**config.mk**
```make
export PLATFORM = sky130hd
export DESIGN_NAME = id_ex_stage
export DESIGN_NICKNAME = d
export VERILOG_FILES = /design/src/rtl/id_ex_stage.sv
export SDC_FILE = /design/constraint.sdc
export NUM_CORES = 1
export LEC_CHECK = 0
export CORE_AREA = 2 2 143 145
export CTS_BUF_LIST = sky130_fd_sc_hd__clkbuf_4 sky130_fd_sc_hd__clkbuf_8
export DETAILED_ROUTE_END_ITERATION = 8
export DIE_AREA = 0 0 145 147
export PLACE_DENSITY_LB_ADDON = 0.15
export SLEW_MARGIN = 20
export SYNTH_ARGS = -nofsm -noshare
export SYNTH_HDL_FRONTEND = slang
export SYNTH_SLANG_ARGS = --single-unit
```
**constraint.sdc**
```tcl
create_clock -name clk -period 5.05 [get_ports clk]
set_clock_uncertainty 0.15 [all_clocks]
set_input_delay 0.7575 -clock clk [delete_from_list [all_inputs] [get_ports clk]]
set_output_delay 0.7575 -clock clk [all_outputs]
set_load 0.05 [all_outputs]
```
**src/rtl/id_ex_stage.sv**
```systemverilog
`default_nettype none
//==============================================================================
// Module      : id_ex_stage
// Description : Decode-to-execute pipeline register. Captures the register
//               file read data and the decoded IF/ID fields. Resolves operand
//               bypass from MEM (highest priority) and WB. Detects load-use
//               hazards and inserts a one-cycle bubble.
// Optional    : ID_EX_PERF_CNT_EN adds a 32-bit stall_cnt output. It counts
//               the clock edges on which stall_out is high.
// Ports       : clk, rst (async, active-high)
//               id_*      decoded instruction from IF/ID
//               rf_data_* register-file read data for id_rs1 / id_rs2
//               mem_*     MEM-stage writeback bypass source
//               wb_*      WB-stage writeback bypass source
//               flush     kill the instruction currently in ID
//               stall_out hold PC and IF/ID (combinational)
//               ex_*      registered operands and controls for EX
// Revision    : 1.0 - initial release
//==============================================================================
module id_ex_stage #(
   parameter int XLEN      = 32,
   parameter int REGADDR_W = 5
) (
   input  logic                 clk,
   input  logic                 rst,
   input  logic                 id_valid,
   input  logic [REGADDR_W-1:0] id_rs1,
   input  logic [REGADDR_W-1:0] id_rs2,
   input  logic [REGADDR_W-1:0] id_rd,
   input  logic                 id_regwen,
   input  logic                 id_memread,
   input  logic [XLEN-1:0]      id_imm,
   input  logic [XLEN-1:0]      id_pc,
   input  logic [XLEN-1:0]      rf_data_a,
   input  logic [XLEN-1:0]      rf_data_b,
   input  logic [REGADDR_W-1:0] mem_rd,
   input  logic                 mem_regwen,
   input  logic [XLEN-1:0]      mem_data,
   input  logic [REGADDR_W-1:0] wb_rd,
   input  logic                 wb_regwen,
   input  logic [XLEN-1:0]      wb_data,
   input  logic                 flush,
   output logic                 stall_out,
   output logic                 ex_valid,
   output logic [XLEN-1:0]      ex_opa,
   output logic [XLEN-1:0]      ex_opb,
   output logic [REGADDR_W-1:0] ex_rs1,
   output logic [REGADDR_W-1:0] ex_rs2,
   output logic [REGADDR_W-1:0] ex_rd,
   output logic                 ex_regwen,
   output logic                 ex_memread,
   output logic [XLEN-1:0]      ex_imm,
   output logic [XLEN-1:0]      ex_pc
`ifdef ID_EX_PERF_CNT_EN
   ,
   output logic [31:0]          stall_cnt
`endif
);

   localparam logic [REGADDR_W-1:0] c_X0 = '0;

   // Registered EX-stage state
   logic                 ex_valid_q,   ex_valid_d;
   logic                 ex_regwen_q,  ex_regwen_d;
   logic                 ex_memread_q, ex_memread_d;
   logic [XLEN-1:0]      ex_opa_q,     ex_opa_d;
   logic [XLEN-1:0]      ex_opb_q,     ex_opb_d;
   logic [REGADDR_W-1:0] ex_rs1_q,     ex_rs1_d;
   logic [REGADDR_W-1:0] ex_rs2_q,     ex_rs2_d;
   logic [REGADDR_W-1:0] ex_rd_q,      ex_rd_d;
   logic [XLEN-1:0]      ex_imm_q,     ex_imm_d;
   logic [XLEN-1:0]      ex_pc_q,      ex_pc_d;

   logic                 w_hazard;
   logic                 w_bubble;
   logic [XLEN-1:0]      w_opa;
   logic [XLEN-1:0]      w_opb;

   // Operand bypass. x0 always reads zero. MEM is the younger producer, so it
   // wins over WB. WB must be bypassed because the register file writes on
   // negedge and its read port does not re-evaluate on a data change.
   function automatic logic [XLEN-1:0] f_resolve(
      input logic [REGADDR_W-1:0] rs,
      input logic [XLEN-1:0]      rf,
      input logic [REGADDR_W-1:0] m_rd,
      input logic                 m_wen,
      input logic [XLEN-1:0]      m_data,
      input logic [REGADDR_W-1:0] w_rd,
      input logic                 w_wen,
      input logic [XLEN-1:0]      w_data
   );
      if (rs == c_X0)
         return '0;
      else if (m_wen && (m_rd == rs))
         return m_data;
      else if (w_wen && (w_rd == rs))
         return w_data;
      else
         return rf;
   endfunction

   always_comb begin
      w_opa = f_resolve(id_rs1, rf_data_a, mem_rd, mem_regwen, mem_data,
                        wb_rd, wb_regwen, wb_data);
      w_opb = f_resolve(id_rs2, rf_data_b, mem_rd, mem_regwen, mem_data,
                        wb_rd, wb_regwen, wb_data);
   end

   // A load still in EX has no data yet. A consumer in ID must wait one
   // cycle, until the load reaches MEM and the MEM bypass covers it.
   assign w_hazard = id_valid && ex_valid_q && ex_memread_q &&
                     (ex_rd_q != c_X0) &&
                     ((ex_rd_q == id_rs1) || (ex_rd_q == id_rs2));

   // rst is included so that stall_out falls at once with an async reset,
   // independent of when the registers settle.
   assign stall_out = w_hazard && !flush && !rst;

   // Both a flush and a hazard leave EX empty. Data fields load anyway,
   // because only the qualifying controls matter on a bubble.
   assign w_bubble = flush || w_hazard;

   always_comb begin
      ex_valid_d   = id_valid  && !w_bubble;
      ex_regwen_d  = id_regwen  && id_valid && !w_bubble;
      ex_memread_d = id_memread && id_valid && !w_bubble;
      ex_opa_d     = w_opa;
      ex_opb_d     = w_opb;
      ex_rs1_d     = id_rs1;
      ex_rs2_d     = id_rs2;
      ex_rd_d      = id_rd;
      ex_imm_d     = id_imm;
      ex_pc_d      = id_pc;
   end

   always_ff @(posedge clk or posedge rst) begin
      if (rst) begin
         ex_valid_q   <= 1'b0;
         ex_regwen_q  <= 1'b0;
         ex_memread_q <= 1'b0;
         ex_opa_q     <= '0;
         ex_opb_q     <= '0;
         ex_rs1_q     <= '0;
         ex_rs2_q     <= '0;
         ex_rd_q      <= '0;
         ex_imm_q     <= '0;
         ex_pc_q      <= '0;
      end else begin
         ex_valid_q   <= ex_valid_d;
         ex_regwen_q  <= ex_regwen_d;
         ex_memread_q <= ex_memread_d;
         ex_opa_q     <= ex_opa_d;
         ex_opb_q     <= ex_opb_d;
         ex_rs1_q     <= ex_rs1_d;
         ex_rs2_q     <= ex_rs2_d;
         ex_rd_q      <= ex_rd_d;
         ex_imm_q     <= ex_imm_d;
         ex_pc_q      <= ex_pc_d;
      end
   end

   assign ex_valid   = ex_valid_q;
   assign ex_regwen  = ex_regwen_q;
   assign ex_memread = ex_memread_q;
   assign ex_opa     = ex_opa_q;
   assign ex_opb     = ex_opb_q;
   assign ex_rs1     = ex_rs1_q;
   assign ex_rs2     = ex_rs2_q;
   assign ex_rd      = ex_rd_q;
   assign ex_imm     = ex_imm_q;
   assign ex_pc      = ex_pc_q;

`ifdef ID_EX_PERF_CNT_EN
   // Free-running stall counter. It wraps naturally at 2^32.
   logic [31:0] stall_cnt_q, stall_cnt_d;

   assign stall_cnt_d = stall_out ? (stall_cnt_q + 32'd1) : stall_cnt_q;

   always_ff @(posedge clk or posedge rst) begin
      if (rst)
         stall_cnt_q <= '0;
      else
         stall_cnt_q <= stall_cnt_d;
   end

   assign stall_cnt = stall_cnt_q;
`endif

endmodule
`default_nettype wire

```
==> flow_summary_export.csv, run 1 <==
group,metric,value,unit
global_route,grt_pass1_vias,6072,
floorplan,die_h,147,um
global_route,overflow,0,
synth,avgSynthCellArea,11.0,um^2
timing,period_needed,4000,ps
pwr,power,3.07,mW
synth,yosys.area.top_type,"dfrtp_1",
timing,slew_violations,0,
final_layout,finalNonFillerCells,1183,
global_route,grt_pass1_wl,38700,um
clock_network,cts_hold_buffers,0,
synth,synth_cells,550,
synth,yosysMostFrequentCell,"dfrtp_1",
clock_network,cts_buffers,17,
detailed_routing,totalWireLength,25800,um
outcome,status,"complete, no violations",
detailed_routing,firstDrtPassIters,7,
place,placed_cells,1150,
clock_network,htree_num_levels,4,
clock_network,cts_tree,"yes",
timing,setup_viol,0,
floorplan,coreArea,19800,um^2
synth,seq_area_frac_synth,0.602,
final_layout,design_area,10500,um^2
setup_path,cp.arrival,3090,ps
floorplan,boundaryPins,372,
detailed_routing,drt-initial-drc-count,286,
timing,hold_slack,576,ps
synth,syn-cell-area,6060,um^2
setup_path,critical_path_class,"in -> out",
timing,relSlewSlack,0.344,
clock_network,cts-root-buf,"clkbuf_8",
synth,synth_flop_cell,"dfrtp_1",
floorplan,die_area,21300,um^2
timing,worst_pin_slew,981,ps
setup_path,cp_max_fo,5,
place,portBuffers,371,
pwr,leakage,3.86,nW
detailed_routing,wl_per_cell,21.8,um
setup_path,crit_path_start_kind,"input pin",
synth,synthDistinctLibCells,26,
synth,syn_nets,775,
synth,synth-edff-count,0,
timing,fmax,0.250,GHz
synth,synthTopCellsByCount,"dfrtp_1 (146), nor3_1 (65), o21ai_0 (64), or3_1 (64), a311oi_1 (59)",
timing,hold_viol,0,
detailed_routing,drc,0,
detailed_routing,viasPerCell,5.06,
clock_network,cts_resized,0,
clock_network,insertion_delay,450,ps
final_layout,drive_above_1_share,0.0648,
final_layout,syn_to_final_growth,72.5,%
timing,fin_tns_setup,0,ps
synth,netlist_top_cells_area,"dfrtp_1 (60%), a311oi_1 (8.5%), or3_1 (6.6%), nor3_1 (5.4%), o21ai_0 (5.3%)",
clock_network,cts_setup_buffers,0,
detailed_routing,drtAntennaViolNets,0,
detailed_routing,vias,5986,
clock_network,clk_pin_slew_worst_paths,100,ps
synth,yosysTopAreaCellShare,0.602,
synth,yosysWarningCount,0,
global_route,grt_use_total,0.240,
global_route,grt_max_degree,101,
floorplan,fp-row-count,52,
clock_network,clkSinkCount,146,
timing,grt_setup_unrepaired,"no",
pwr,power.density,293,nW/um^2
global_route,antenna_found_initial,3,
place,hpwlAfterDp,18000,um
synth,async_flop_share,1.00,
setup_path,cp-end-kind,"output pin",
final_layout,nets,1124,
place,place_congestion,0.843,
hold_path,hp-class,"in -> reg",
clock_network,cts_buffer_depth,2,
synth,synth_seq_cells,146,
flow_run,max-cap-violations,0,
setup_path,crit_required,4140,ps
floorplan,start_util,0.306,
pwr,ir_worst_vdd,0.000145,V
place,post_dp_cell_area,10100,um^2
timing,finalCritPeriodShare,0.792,
floorplan,die_w,145,um
cell usage in the layout, fill, tap and decap left out:
master             n
buf_2              1
inv_8              2
nor2b_1            1
and3_1             1
nand4_2            2
bufinv_16          2
diode_2            2
or2b_2             1
clkinvlp_4         3
or4_1              2
o22ai_1            1
a311oi_2           5
buf_4             13
or2_1              1
nand2_1           38
nor2_4             2
o21ai_0           64
a311oi_1          59
clkdlybuf4s50_1  370
xor2_4             2
a21boi_0           1
a21oi_1            3
nor2_1             2
clkbuf_8          17
nand2b_1           1
nand3_1            3
clkinv_4           1
dfrtp_1          146
or2_2              1
xnor2_1           28
inv_6              7
nor3_1            65
nand4_1            2
or3_1             64
report_power, final:
part	switching [mW]	internal, mW	leakage (nW)	total [mW]
combinational	0.502	0.337	1.95	0.839
sequential	0.0249	1.24	1.71	1.27
clock	0.511	0.453	0.194	0.963
area by class of cell:
cell class              instances  area [um^2]
multi-input cells             349         2250
fillers                      1814         9390
clock buffers                  17          234
repair buffers                384         3810
inverters                       1         8.76
well taps                     270          338
clock inverters                14          166
flip-flops and latches        146         3650
diodes                          2         5.00
final timing paths:
kind                            startpoint  slack [ps]  cells past startpoint    endpoint
max in group asynchronous              rst        3080                      3  ex_opb[10]
min in group asynchronous              rst         730                      2   ex_regwen
worst min-delay path              id_pc[2]         580                      1    ex_pc[2]
worst min register to register    ex_valid         580                      3   ex_regwen
worst max-delay path             id_rs1[0]        1050                      6   stall_out
worst max register to register    ex_rd[0]        3590                      4    ex_valid
through the flow:
stage | setup WS, ps | util
3_3_place_gp | 1050 | 0.507
5_1_grt | 894 | 0.527
4_1_cts | 1020 | 0.527
2_1_floorplan | 220 | -
3_5_place_dp | 1040 | 0.507
6_report | 1050 | 0.527
state kept, by name, indices dropped and copies added, names as in the netlist:
| signal | flops |
|---|---|
| ex_valid | 1 |
| ex_rs1 | 5 |
| ex_opb | 32 |
| ex_rs2 | 5 |
| ex_memread | 1 |
| ex_pc | 32 |
| ex_opa | 32 |
| ex_imm | 32 |
| ex_rd | 5 |
| ex_regwen | 1 |
cells by family after synthesis:
kind of cell	synth area share
simple gates	0.163
flops	0.602
compound gates	0.155
buf+inv	0.0359
xor+xnor	0.0433
critical path: stages:
cell and delay, ps:
clkdlybuf4s50_1 730, xnor2_1 180, nand3_1 90, o22ai_1 310, and3_1 230, clkdlybuf4s50_1 800
routing by layer:
layer / track usage / part of all wire
met5: 0 / 0
met4: 0.0847 / 0.027
met3: 0.0702 / 0.076
met2: 0.428 / 0.52
met1: 0.276 / 0.37
Power figures use the tool's default switching activity.
==> run 2, diff against run 1 <==
--- a/config.mk
+++ b/config.mk
@@ -5,10 +5,10 @@
 export SDC_FILE = /design/constraint.sdc
 export NUM_CORES = 1
 export LEC_CHECK = 0
-export CORE_AREA = 2 2 143 145
+export CORE_AREA = 2 2 146 148
 export CTS_BUF_LIST = sky130_fd_sc_hd__clkbuf_4 sky130_fd_sc_hd__clkbuf_8
 export DETAILED_ROUTE_END_ITERATION = 8
-export DIE_AREA = 0 0 145 147
+export DIE_AREA = 0 0 148 150
 export PLACE_DENSITY_LB_ADDON = 0.15
 export SLEW_MARGIN = 20
 export SYNTH_ARGS = -nofsm -noshare
==> constraint.sdc (replaced) <==
create_clock -name clk -period 3.8 [get_ports clk]
set_clock_uncertainty 0.15 [all_clocks]
set_input_delay 0.57 -clock clk [delete_from_list [all_inputs] [get_ports clk]]
set_output_delay 0.57 -clock clk [all_outputs]
set_load 0.05 [all_outputs]
==> run 2 against run 1 <==
Via count grew 0.32%. Global-route usage is 1.6 points lower. First-iteration DRC count grew 1.7%. Clock power rose by 32%. Worst hold slack got worse by 180 ps. Sequential cell count is the same.
==> flow_summary_export.csv, run 2 (synthesis gave the netlist of run 1 again) <==
group,metric,value,unit
outcome,status,"complete, no violations",
clock_network,cts_buffer_depth,2,
clock_network,htree_num_levels,4,
clock_network,insertion_delay,450,ps
clock_network,cts-root-buf,"clkbuf_8",
floorplan,die_w,148,um
final_layout,fillCellCount,1899,
clock_network,clk_pin_slew_worst_paths,90,ps
detailed_routing,drtAntennaViolNets,0,
final_layout,final_cell_mix,"clkdlybuf4s50_1 (370), dfrtp_1 (146), nor3_1 (65)",
floorplan,fp-row-count,53,
clock_network,cts_buffers,17,
timing,period_needed,3000,ps
detailed_routing,viasPerCell,5.02,
setup_path,r2r_slack,2320,ps
final_layout,nets,1130,
timing,setup_viol,0,
final_layout,design_area,10500,um^2
clock_network,cts_resized,0,
place,post_dp_cell_area,10100,um^2
hold_path,hp-class,"in -> reg",
setup_path,regToRegEndpoint,"ex_valid",
clock_network,cts_tree,"yes",
hold_path,hold_end,"ex_pc[28]",
global_route,grt_pass1_wl,37000,um
global_route,grt_pass1_vias,6021,
detailed_routing,firstDrtPassIters,4,
floorplan,coreArea,20700,um^2
floorplan,die_h,150,um
clock_network,cts_hold_buffers,0,
setup_path,crit_path_start_kind,"input pin",
detailed_routing,drc,0,
timing,worst_pin_slew,903,ps
global_route,antenna_found_initial,5,
hold_path,worstHoldPathCells,1,
final_layout,finalNonFillerCells,1196,
floorplan,die_area,22200,um^2
setup_path,critical_path_class,"in -> out",
final_layout,drive_above_1_share,0.0687,
setup_path,cp_max_fo,5,
detailed_routing,drt-initial-drc-count,291,
setup_path,setup.worst_path.start,"id_rs1[0]",
clock_network,clkSinkCount,146,
final_layout,layout_commonest_cell,"clkdlybuf4s50_1",
place,place_congestion,0.933,
hold_path,hold_start,"id_pc[28]",
timing,fmax,0.334,GHz
setup_path,cp-end-kind,"output pin",
place,hpwlAfterDp,18300,um
global_route,grt_use_total,0.224,
detailed_routing,vias,6005,
place,portBuffers,371,
setup_path,r2r_start,"ex_rd[0]",
detailed_routing,totalWireLength,25400,um
place,placed_cells,1161,
floorplan,boundaryPins,372,
global_route,overflow,0,
final_layout,syn_to_final_growth,73.8,%
timing,finalCritPeriodShare,0.788,
timing,grt_setup_unrepaired,"no",
setup_path,reg2reg_depth,4,
clock_network,cts_setup_buffers,0,
flow_run,max-cap-violations,0,
pwr,leakage,3.89,nW
timing,fin_ws,805,ps
timing,relSlewSlack,0.398,
setup_path,cp.arrival,2280,ps
timing,hold_slack,397,ps
floorplan,start_util,0.293,
timing,hold_viol,0,
pwr,power.density,386,nW/um^2
setup_path,crit_required,3080,ps
global_route,grt_max_degree,147,
timing,fin_tns_setup,0,ps
timing,slew_violations,0,
pwr,ir_worst_vdd,0.000191,V
place,place_ws,708,ps
detailed_routing,wl_per_cell,21.3,um
[run 2: stage by stage]
stage	util	power, mW
after floorplan	-	2.27
after global placement	0.490	2.83
after detailed placement	0.490	2.84
after CTS	0.509	4.12
after global routing	0.509	4.25
final	0.509	4.07
[run 2: final cells by class]
type                    count  area [um^2]  share of cell area
multi-input cells         349         2250               0.213
clock buffers              17          234              0.0222
inverters                   1         7.51            0.000712
flip-flops and latches    146         3650               0.347
diodes                      4         10.0            0.000950
well taps                 275          344              0.0326
clock inverters            14          166              0.0158
repair buffers            390         3880               0.368
[run 2: power breakdown]
group | internal (mW) | total (mW) | leakage, nW | switching (mW)
clock network | 0.602 | 1.27 | 0.194 | 0.669
logic | 0.454 | 1.12 | 1.99 | 0.664
registers | 1.65 | 1.68 | 1.71 | 0.0329
total | 2.71 | 4.07 | 3.89 | 1.37
[run 2: worst max-delay path by stage]
stage | endpoint | slack [ps] | cells past startpoint
finish | stall_out | 800 | 6
global route | stall_out | 730 | 6
CTS | stall_out | 800 | 6
detailed placement | ex_opb[28] | 710 | 6
global placement | ex_opb[28] | 790 | 6
floorplan | ex_imm[0] | 1250 | 1
[run 2: worst max-delay path: stages]
cell and delay [ps]:
clkdlybuf4s50_1 710, xnor2_1 180, nand3_1 90, o22ai_1 300, and3_1 220, buf_4 190
[run 2: metal layers]
layer / share of wire / routed length [um] / GRT usage / vias up
li1: - / - / - / 2746
met1: 0.39 / 9890 / 0.264 / 2889
met2: 0.50 / 12800 / 0.387 / 324
met3: 0.079 / 2010 / 0.0598 / 44
met4: 0.029 / 725 / 0.0929 / 2
met5: 0.00043 / 11 / 0 / -
==> run 3, diff against run 2 <==
--- a/config.mk
+++ b/config.mk
@@ -5,10 +5,10 @@
 export SDC_FILE = /design/constraint.sdc
 export NUM_CORES = 1
 export LEC_CHECK = 0
-export CORE_AREA = 2 2 146 148
+export CORE_AREA = 2 2 143 145
 export CTS_BUF_LIST = sky130_fd_sc_hd__clkbuf_4 sky130_fd_sc_hd__clkbuf_8
 export DETAILED_ROUTE_END_ITERATION = 8
-export DIE_AREA = 0 0 148 150
+export DIE_AREA = 0 0 145 147
 export PLACE_DENSITY_LB_ADDON = 0.15
 export SLEW_MARGIN = 20
 export SYNTH_ARGS = -nofsm -noshare
==> constraint.sdc (replaced) <==
create_clock -name clk -period 2.6 [get_ports clk]
set_clock_uncertainty 0.15 [all_clocks]
set_input_delay 0.39 -clock clk [delete_from_list [all_inputs] [get_ports clk]]
set_output_delay 0.39 -clock clk [all_outputs]
set_load 0.05 [all_outputs]
==> run 3 against run 2 <==
Total power is 45% higher. Global-route usage grew 1.4 points. Non-clock buffer count up 21. Critical path depth stayed put. First-iteration DRC count grew 22%. Worst setup slack got worse by 650 ps.
==> flow_summary_export.csv, run 3 (synthesis gave the netlist of run 1 again) <==
group,metric,value,unit
outcome,status,"complete, no violations",
clock_network,cts_resized,0,
final_layout,fillCellCount,1825,
clock_network,clk_pin_slew_worst_paths,100,ps
place,place_congestion,0.896,
floorplan,die_area,21300,um^2
detailed_routing,firstDrtPassIters,4,
timing,grt_setup_unrepaired,"no",
global_route,overflow,0,
place,hpwlAfterDp,19100,um
timing,fmax,0.409,GHz
floorplan,die_h,147,um
final_layout,drive_above_1_share,0.0905,
pwr,ir_worst_vdd,0.000282,V
setup_path,crit_path_start_kind,"input pin",
timing,slew_violations,0,
clock_network,insertion_delay,450,ps
setup_path,critical_path_class,"in -> out",
setup_path,max_stage_delay,680,ps
detailed_routing,drt-initial-drc-count,356,
setup_path,cp-end-kind,"output pin",
global_route,antenna_found_initial,3,
pwr,leakage,4.02,nW
timing,hold_viol,0,
place,placed_cells,1177,
setup_path,cp-endpoint,"stall_out",
floorplan,boundaryPins,372,
hold_path,hp-class,"in -> reg",
floorplan,fp-row-count,52,
place,portBuffers,371,
setup_path,cp_num_buf_inv,2,
detailed_routing,drtAntennaViolNets,0,
clock_network,cts_setup_buffers,0,
setup_path,crit_required,2060,ps
setup_path,r2r_slack,1160,ps
setup_path,setup.worst_path.start,"id_rs2[0]",
setup_path,regToRegEndpoint,"ex_valid",
floorplan,start_util,0.306,
timing,fin_ws,156,ps
clock_network,clkSinkCount,146,
clock_network,cts_hold_buffers,0,
timing,setup_viol,0,
timing,fin_tns_setup,0,ps
final_layout,post-route-util,0.543,
global_route,grt_max_degree,84,
setup_path,cp_top_family,"buffers and inverters",
floorplan,coreArea,19800,um^2
floorplan,die_w,145,um
detailed_routing,wl_per_cell,21.0,um
setup_path,cp.arrival,1900,ps
pwr,power.density,549,nW/um^2
final_layout,syn_to_final_growth,77.7,%
final_layout,final_cell_mix,"clkdlybuf4s50_1 (370), dfrtp_1 (146), nor3_1 (65)",
detailed_routing,vias,6037,
clock_network,cts_buffer_depth,2,
setup_path,worstPathCellList,"clkdlybuf4s50_1, xnor2_1, nand3_1, o22ai_1, and3_1, buf_12",
setup_path,cp_num_cells,6,
detailed_routing,totalWireLength,25500,um
setup_path,r2r_start,"ex_rd[2]",
place,place_ws,-17.4,ps
clock_network,cts_buffers,17,
setup_path,reg2reg_depth,5,
global_route,grt_pass1_vias,6399,
global_route,grt_use_total,0.238,
final_layout,nets,1151,
timing,relSlewSlack,0.608,
clock_network,cts_tree,"yes",
setup_path,cp_max_fo,4,
flow_run,max-cap-violations,0,
final_layout,finalNonFillerCells,1212,
global_route,grt_pass1_wl,38700,um
timing,period_needed,2440,ps
detailed_routing,drc,0,
setup_path,critPathSlowestCell,"clkdlybuf4s50_1",
detailed_routing,viasPerCell,4.98,
clock_network,cts-root-buf,"clkbuf_8",
clock_network,htree_num_levels,4,
timing,finalCritPeriodShare,0.940,
timing,worst_pin_slew,587,ps
final_layout,layout_commonest_cell,"clkdlybuf4s50_1",
==> run 3: cell count changes in the layout (fill, tap and decap cells not counted), moves of 2 or more <==
cell | previous run | this run
clkinv_8 | 0 | 2
buf_4 | 18 | 30
buf_12 | 2 | 11
bufinv_16 | 2 | 0
==> run 3: final cells by class <==
class	count	area, um^2	share of cell area
Timing Repair Buffer	411	4150	0.385
Sequential cell	146	3650	0.339
Inverter	1	7.51	0.000696
Clock buffer	18	248	0.0230
Antenna cell	3	7.51	0.000696
Clock inverter	14	141	0.0131
Multi-Input combinational cell	349	2230	0.207
Tap cell	270	338	0.0313
==> run 3: worst min path at each step <==
stage	startpoint	endpoint	depth (start not counted)
floorplan	id_imm[0]	ex_imm[0]	0
global placement	ex_valid	ex_regwen	3
detailed placement	ex_valid	ex_regwen	3
CTS	id_imm[29]	ex_imm[29]	1
global route	id_imm[26]	ex_imm[26]	1
finish	id_pc[21]	ex_pc[21]	1
==> run 3: where the power goes <==
part	internal, mW	total [mW]	switching (mW)
sequential	2.41	2.46	0.0505
clock	0.736	1.78	1.04
combinational	0.698	1.68	0.978
total	3.85	5.92	2.07
==> run 3: layer usage <==
metal  track usage  vias up  share of wire
met5             0        -              0
met4        0.0891        0          0.034
met3        0.0671       53          0.073
met2         0.403      322           0.50
met1         0.291     2879           0.39
li1              -     2783              -
==> run 3: stage by stage <==
step	power (mW)	instance area, um^2	hold slack [ps]
floorplan	3.32	6070	271
global placement	4.19	10400	555
detailed placement	4.19	10400	548
CTS	6.00	10800	176
global route	6.17	10800	171
finish	5.92	10800	208
